`config.mk`:
```
export PLATFORM = sky130hd
export DESIGN_NAME = palette_loader
export DESIGN_NICKNAME = d
export VERILOG_FILES = /design/src/rtl/palette_loader.sv
export SDC_FILE = /design/constraint.sdc
export NUM_CORES = 1
export LEC_CHECK = 0
export CAP_MARGIN = 20
export CORE_MARGIN = 2
export CORE_UTILIZATION = 35
export DETAILED_ROUTE_END_ITERATION = 16
export PLACE_DENSITY_LB_ADDON = 0.12
export SLEW_MARGIN = 20
export SYNTH_ARGS = -nofsm -noshare
export SYNTH_HDL_FRONTEND = slang
export SYNTH_SLANG_ARGS = --single-unit
```
`constraint.sdc`:
```
create_clock -name I_CLK -period 2.35 [get_ports I_CLK]
set_clock_uncertainty 0.15 [all_clocks]
set_input_delay 0.235 -clock I_CLK [delete_from_list [all_inputs] [get_ports I_CLK]]
set_output_delay 0.235 -clock I_CLK [all_outputs]
set_load 0.005 [all_outputs]
```
`src/rtl/palette_loader.sv`:
```
// Bus master that loads a block of CGB palette bytes into the colour file via BCPS/BCPD or OCPS/OCPD.
// Optional build macro PALLOAD_CHECKSUM_EN adds O_CHECKSUM, the mod-256 sum of the bytes written.
module palette_loader #(
  parameter logic [15:0] BCPS_ADDR = 16'hFF68,
  parameter logic [15:0] BCPD_ADDR = 16'hFF69,
  parameter logic [15:0] OCPS_ADDR = 16'hFF6A,
  parameter logic [15:0] OCPD_ADDR = 16'hFF6B
) (
  input  logic        I_CLK,
  input  logic        I_RESET,
  input  logic        I_START,
  input  logic        I_TARGET_OBJ,
  input  logic [5:0]  I_START_INDEX,
  input  logic [15:0] I_SRC_ADDR,
  input  logic [6:0]  I_COUNT,
  output logic        O_BUS_REQ,
  input  logic        I_BUS_GNT,
  output logic        O_RD_EN,
  output logic [15:0] O_RD_ADDR,
  input  logic [7:0]  I_RD_DATA,
  output logic [15:0] O_MEMBUS_ADDR,
  output logic [7:0]  O_DATA,
  output logic        O_MEMBUS_WE_L,
  output logic        O_BUSY,
  output logic        O_DONE
`ifdef PALLOAD_CHECKSUM_EN
  ,
  output logic [7:0]  O_CHECKSUM
`endif
);

  typedef enum logic [2:0] {
    S_IDLE,
    S_REQ,
    S_SPEC,
    S_RD,
    S_WR,
    S_DONE
  } state_e;

  state_e      state_q, state_d;
  logic        obj_q, obj_d;
  logic [5:0]  index_q, index_d;
  logic [15:0] src_q, src_d;
  logic [6:0]  remaining_q, remaining_d;

  always_ff @(posedge I_CLK or posedge I_RESET) begin
    if (I_RESET) begin
      state_q <= S_IDLE;
    end else begin
      state_q <= state_d;
    end
  end

  // A write cycle without grant falls back to RD so the same source byte is fetched again.
  always_comb begin
    state_d = state_q;
    case (state_q)
      S_IDLE: begin
        if (I_START) begin
          state_d = (I_COUNT == 7'd0) ? S_DONE : S_REQ;
        end
      end
      S_REQ:  if (I_BUS_GNT) state_d = S_SPEC;
      S_SPEC: if (I_BUS_GNT) state_d = S_RD;
      S_RD:   if (I_BUS_GNT) state_d = S_WR;
      S_WR: begin
        if (!I_BUS_GNT) begin
          state_d = S_RD;
        end else if (remaining_q == 7'd1) begin
          state_d = S_DONE;
        end else begin
          state_d = S_RD;
        end
      end
      S_DONE:  state_d = S_IDLE;
      default: state_d = S_IDLE;
    endcase
  end

  always_comb begin
    O_BUS_REQ     = 1'b0;
    O_RD_EN       = 1'b0;
    O_RD_ADDR     = 16'h0000;
    O_MEMBUS_ADDR = 16'h0000;
    O_DATA        = 8'h00;
    O_MEMBUS_WE_L = 1'b1;
    O_BUSY        = (state_q != S_IDLE);
    O_DONE        = 1'b0;
    case (state_q)
      S_REQ: O_BUS_REQ = 1'b1;
      S_SPEC: begin
        O_BUS_REQ = 1'b1;
        if (I_BUS_GNT) begin
          O_MEMBUS_ADDR = obj_q ? OCPS_ADDR : BCPS_ADDR;
          O_DATA        = {1'b1, 1'b0, index_q};
          O_MEMBUS_WE_L = 1'b0;
        end
      end
      S_RD: begin
        O_BUS_REQ = 1'b1;
        if (I_BUS_GNT) begin
          O_RD_EN   = 1'b1;
          O_RD_ADDR = src_q;
        end
      end
      S_WR: begin
        O_BUS_REQ = 1'b1;
        if (I_BUS_GNT) begin
          O_MEMBUS_ADDR = obj_q ? OCPD_ADDR : BCPD_ADDR;
          O_DATA        = I_RD_DATA;
          O_MEMBUS_WE_L = 1'b0;
        end
      end
      S_DONE:  O_DONE = 1'b1;
      default: ;
    endcase
  end

  wire startAccept = (state_q == S_IDLE) && I_START;
  wire byteWritten = (state_q == S_WR) && I_BUS_GNT;

  always_comb begin
    obj_d       = obj_q;
    index_d     = index_q;
    src_d       = src_q;
    remaining_d = remaining_q;
    if (startAccept) begin
      obj_d       = I_TARGET_OBJ;
      index_d     = I_START_INDEX;
      src_d       = I_SRC_ADDR;
      remaining_d = I_COUNT;
    end else if (byteWritten) begin
      src_d       = src_q + 16'd1;
      remaining_d = remaining_q - 7'd1;
    end
  end

  always_ff @(posedge I_CLK or posedge I_RESET) begin
    if (I_RESET) begin
      obj_q       <= 1'b0;
      index_q     <= 6'd0;
      src_q       <= 16'h0000;
      remaining_q <= 7'd0;
    end else begin
      obj_q       <= obj_d;
      index_q     <= index_d;
      src_q       <= src_d;
      remaining_q <= remaining_d;
    end
  end

`ifdef PALLOAD_CHECKSUM_EN
  logic [7:0] checksum_q, checksum_d;

  always_comb begin
    checksum_d = checksum_q;
    if (startAccept) begin
      checksum_d = 8'h00;
    end else if (byteWritten) begin
      checksum_d = checksum_q + I_RD_DATA;
    end
  end

  always_ff @(posedge I_CLK or posedge I_RESET) begin
    if (I_RESET) begin
      checksum_q <= 8'h00;
    end else begin
      checksum_q <= checksum_d;
    end
  end

  assign O_CHECKSUM = checksum_q;
`endif

endmodule

```
==> metrics.md <==
| Metric | Value |
|---|---|
| Area Growth Syn to Fin | 49.1% |
| Num CTS Buffers | 5 |
| CTS clk-pin slew, worst paths | 70 ps |
| Clock root buffer | clkbuf_8 |
| Main combinational cell family by area after synthesis | simple AND/OR/NAND/NOR gates |
| Max incr delay on CP | about 500 ps |
| Async SR Flop Fraction | 1.00 |
| Overflow after GRT | 0 |
| I/O Buffers | between 80 and 90 |
| Final GP Congestion | 0.815 |
| Hold Path Class | input pin to async pin |
| GRT Total Usage | 0.188 |
| Seq cells post-synth | 33 |
| Syn_area_per_cell | ~8.4 um^2 |
| # rows | 28 |
| Hold Buf Count CTS | 0 |
| Global-route wire length before repair | 9.78 mm |
| Largest net degree at the start of global routing | 34 |
| Die area | between 6000 and 7000 um^2 |
| Starting Density | 0.363 |
| Routed length per instance | 14.5 um |
| Distinct cells, synth | 49 |
| Startpoint types | flop |
| CP Capture Type | output port |
| Layout cells sized above 1 | 0.125 |
| Fin. Hold Viols | 0 |
| Top_reg_cell synth | dfrtp_1 |
| Die W | 82.3 um |
| Post-Synth Simple-Gate Area | 0.298 |
| WL final | 6.09 mm |
| DRC | 0 |
| Critical Path AT | around 1900 ps |
| Adder-cell share of the synthesized area | 0.0175 |
| Compound-Gate Fraction of Synth Area | 0.191 |
| Mapped cell area | around 2100 um^2 |
| CTS tree | yes |
| Setup violations, final | 0 |
| Mux cell area share after synthesis | 0.00466 |
| Vias in the first global route | 1995 |
| Xor-xnor portion of the synthesized cell area | 0.00408 |
| Static leakage | 1.37 nW |
| Number of antenna-violating nets in the routed design | 0 |
| Vias | 2158 |
| Register area share after synthesis | 0.385 |
| Maximum VDD drop | ~0.00041 V |
| HPWL Detailed | 4.44 mm |
| Setup CP Type | flop to output port |
| H-tree depth | 2 |
| Final Cycle Share | 0.965 |
| Fin. max-slew vios | 0 |
| Status | complete, no violations |
| Slew HR | 0.648 |
| Syn Inst Count | about 260 |
| Synth top area cells | dfrtp_1 38%, nand2_1 8.0%, and2_1 4.7% |
| Minimum clock period | roughly 2300 ps |
| Crit Path Max Fanout | 12 |
| Max-Cap Viols | 0 |
| EDFF count, synth | 0 |
| Final Util | 0.541 |
| Chip height | 82.3 um |
| Pwr/cell area | 929 nW/um^2 |
| WP buf/inv | 3 |
| Nets | 390 |
| Fin Setup TNS | 0 ps |
| Top cell type's share of synthesized area | 0.385 |
| Antenna cells | 0 |
| List of most frequent post-synthesis cells | 46 x nand2_1, 33 x dfrtp_1, 21 x nor2_1, 16 x and2_1, 13 x buf_4 |
| Crit-path slowest cell | clkdlybuf4s50_1 |
| YS warnings | 0 |
| Drt pass-1 iters | 4 |
| Initial antenna violation count | 0 |
| Io pins | between 80 and 90 |
| Cell accounting for the most synthesized area | dfrtp_1 |
| CP top delay family | buffers and inverters |
| Top-count cell post-synth | nand2_1 |
| Initial DRC count | 93 |
| Core area | 5920 um^2 |
| F_max | between 0.4 and 0.5 GHz |
| Clock buffer depth | 2 |
| RSZ-0062 raised after global routing | true |
| Crit path required time | 1970 ps |
| CP cell instances | nand4bb_4 -> inv_2 -> buf_6 -> a22o_1 -> clkdlybuf4s50_1 |
| Worst skew pair latency | 280 ps |
| CTS Sinks | 33 |
| Vias per std cell | between 5 and 6 |
| Worst-Margin Slew | 526 ps |
[path summary, 6_finish.rpt]
kind	start	to	slack (ps)	cells after the start
max	state_q[1]	O_DATA[4]	80	5
min	I_RESET	remaining_q[6]	200	3
max reg2reg	remaining_q[2]	state_q[1]	330	4
min reg2reg	obj_q	obj_q	310	2
max in group asynchronous	I_RESET	state_q[0]	1510	3
min in group I_CLK	obj_q	obj_q	310	2
[sequential cells by signal, indices dropped and copies added (netlist names)]
name	flops
index_q	6
obj_q	1
remaining_q	7
src_q	16
state_q	3
[power breakdown]
group / total (mW) / leakage [nW] / internal, mW / switching [mW]
clock network: 0.432 / 0.0443 / 0.232 / 0.199
logic: 1.43 / 0.928 / 0.796 / 0.633
registers: 1.11 / 0.401 / 0.823 / 0.290
total: 2.97 / 1.37 / 1.85 / 1.12
[per-stage QoR]
| stage | hold slack, ps | power (mW) | cell area [um^2] | instances | setup slack (ps) |
|---|---|---|---|---|---|
| CTS | 218 | 2.93 | 3140 | 416 | 30.6 |
| global route | 287 | 3.23 | 3200 | 420 | -15.2 |
| global placement | 322 | 2.45 | 3040 | 409 | 82.3 |
| detailed placement | 305 | 2.48 | 3040 | 409 | -12.5 |
| finish | 202 | 2.97 | 3200 | 420 | 81.6 |
| floorplan | 190 | 1.91 | 2150 | 259 | 474 |
[area by class of cell]
cell class                 count  area, um^2
timing repair buffer         105        1010
inverter                       9        33.8
tap                           75        93.8
fill                         579        2720
clock buffer                   7        86.3
sequential                    33         828
multi-input combinational    191        1150
[layer usage]
layer  vias to the layer above  wire length (um)  GRT usage  part of all wire
met2                        72              2830      0.302              0.47
met4                         0                57     0.0500            0.0094
met1                      1005              2830      0.258              0.47
met5                         -                 0          0                 0
li1                       1076                 -          -                 -
met3                         5               366     0.0370             0.060
[cells in the final DEF, fill, tap and decap left out, drive strengths merged, types with 3 or more instances in the layout]
master	instances
a21o	3
a21oi	6
a221o	5
a22o	6
and2	16
buf	22
clkbuf	7
clkdlybuf4s50	81
conb	3
dfrtp	33
ha	3
inv	9
nand2	47
nand3	7
nand4	5
nor2	21
nor3	9
nor4	5
o211ai	5
o21ai	12
o22ai	4
or3	3
[worst reg2reg max path, delay by kind of cell (launching register included)]
| family | cells | cell delay, ps |
|---|---|---|
| AOI/OAI and AO/OA | 2 | 260 |
| DFF | 1 | 450 |
| and+or+nand+nor | 2 | 1060 |
[timing repair]
action	CTS	global route
pin swaps	0	2
setup buffers	0	4
resized for setup	4	9
setup endpoints to repair	18	34
[logic make-up (layout without fill, tap and decap cells)]
kind of cell             count (synthesis)  in the layout
AO/OA/AOI/OAI                           56             56
XOR/XNOR                                 1              1
adder cells (fa/ha/maj)                  3              3
flip-flops                              33             33
multiplexers                             1              1
AND/OR/NAND/NOR                        127            127
buffers and inverters                   35            121
other                                    1              3
(Power assumes the default switching activity.)
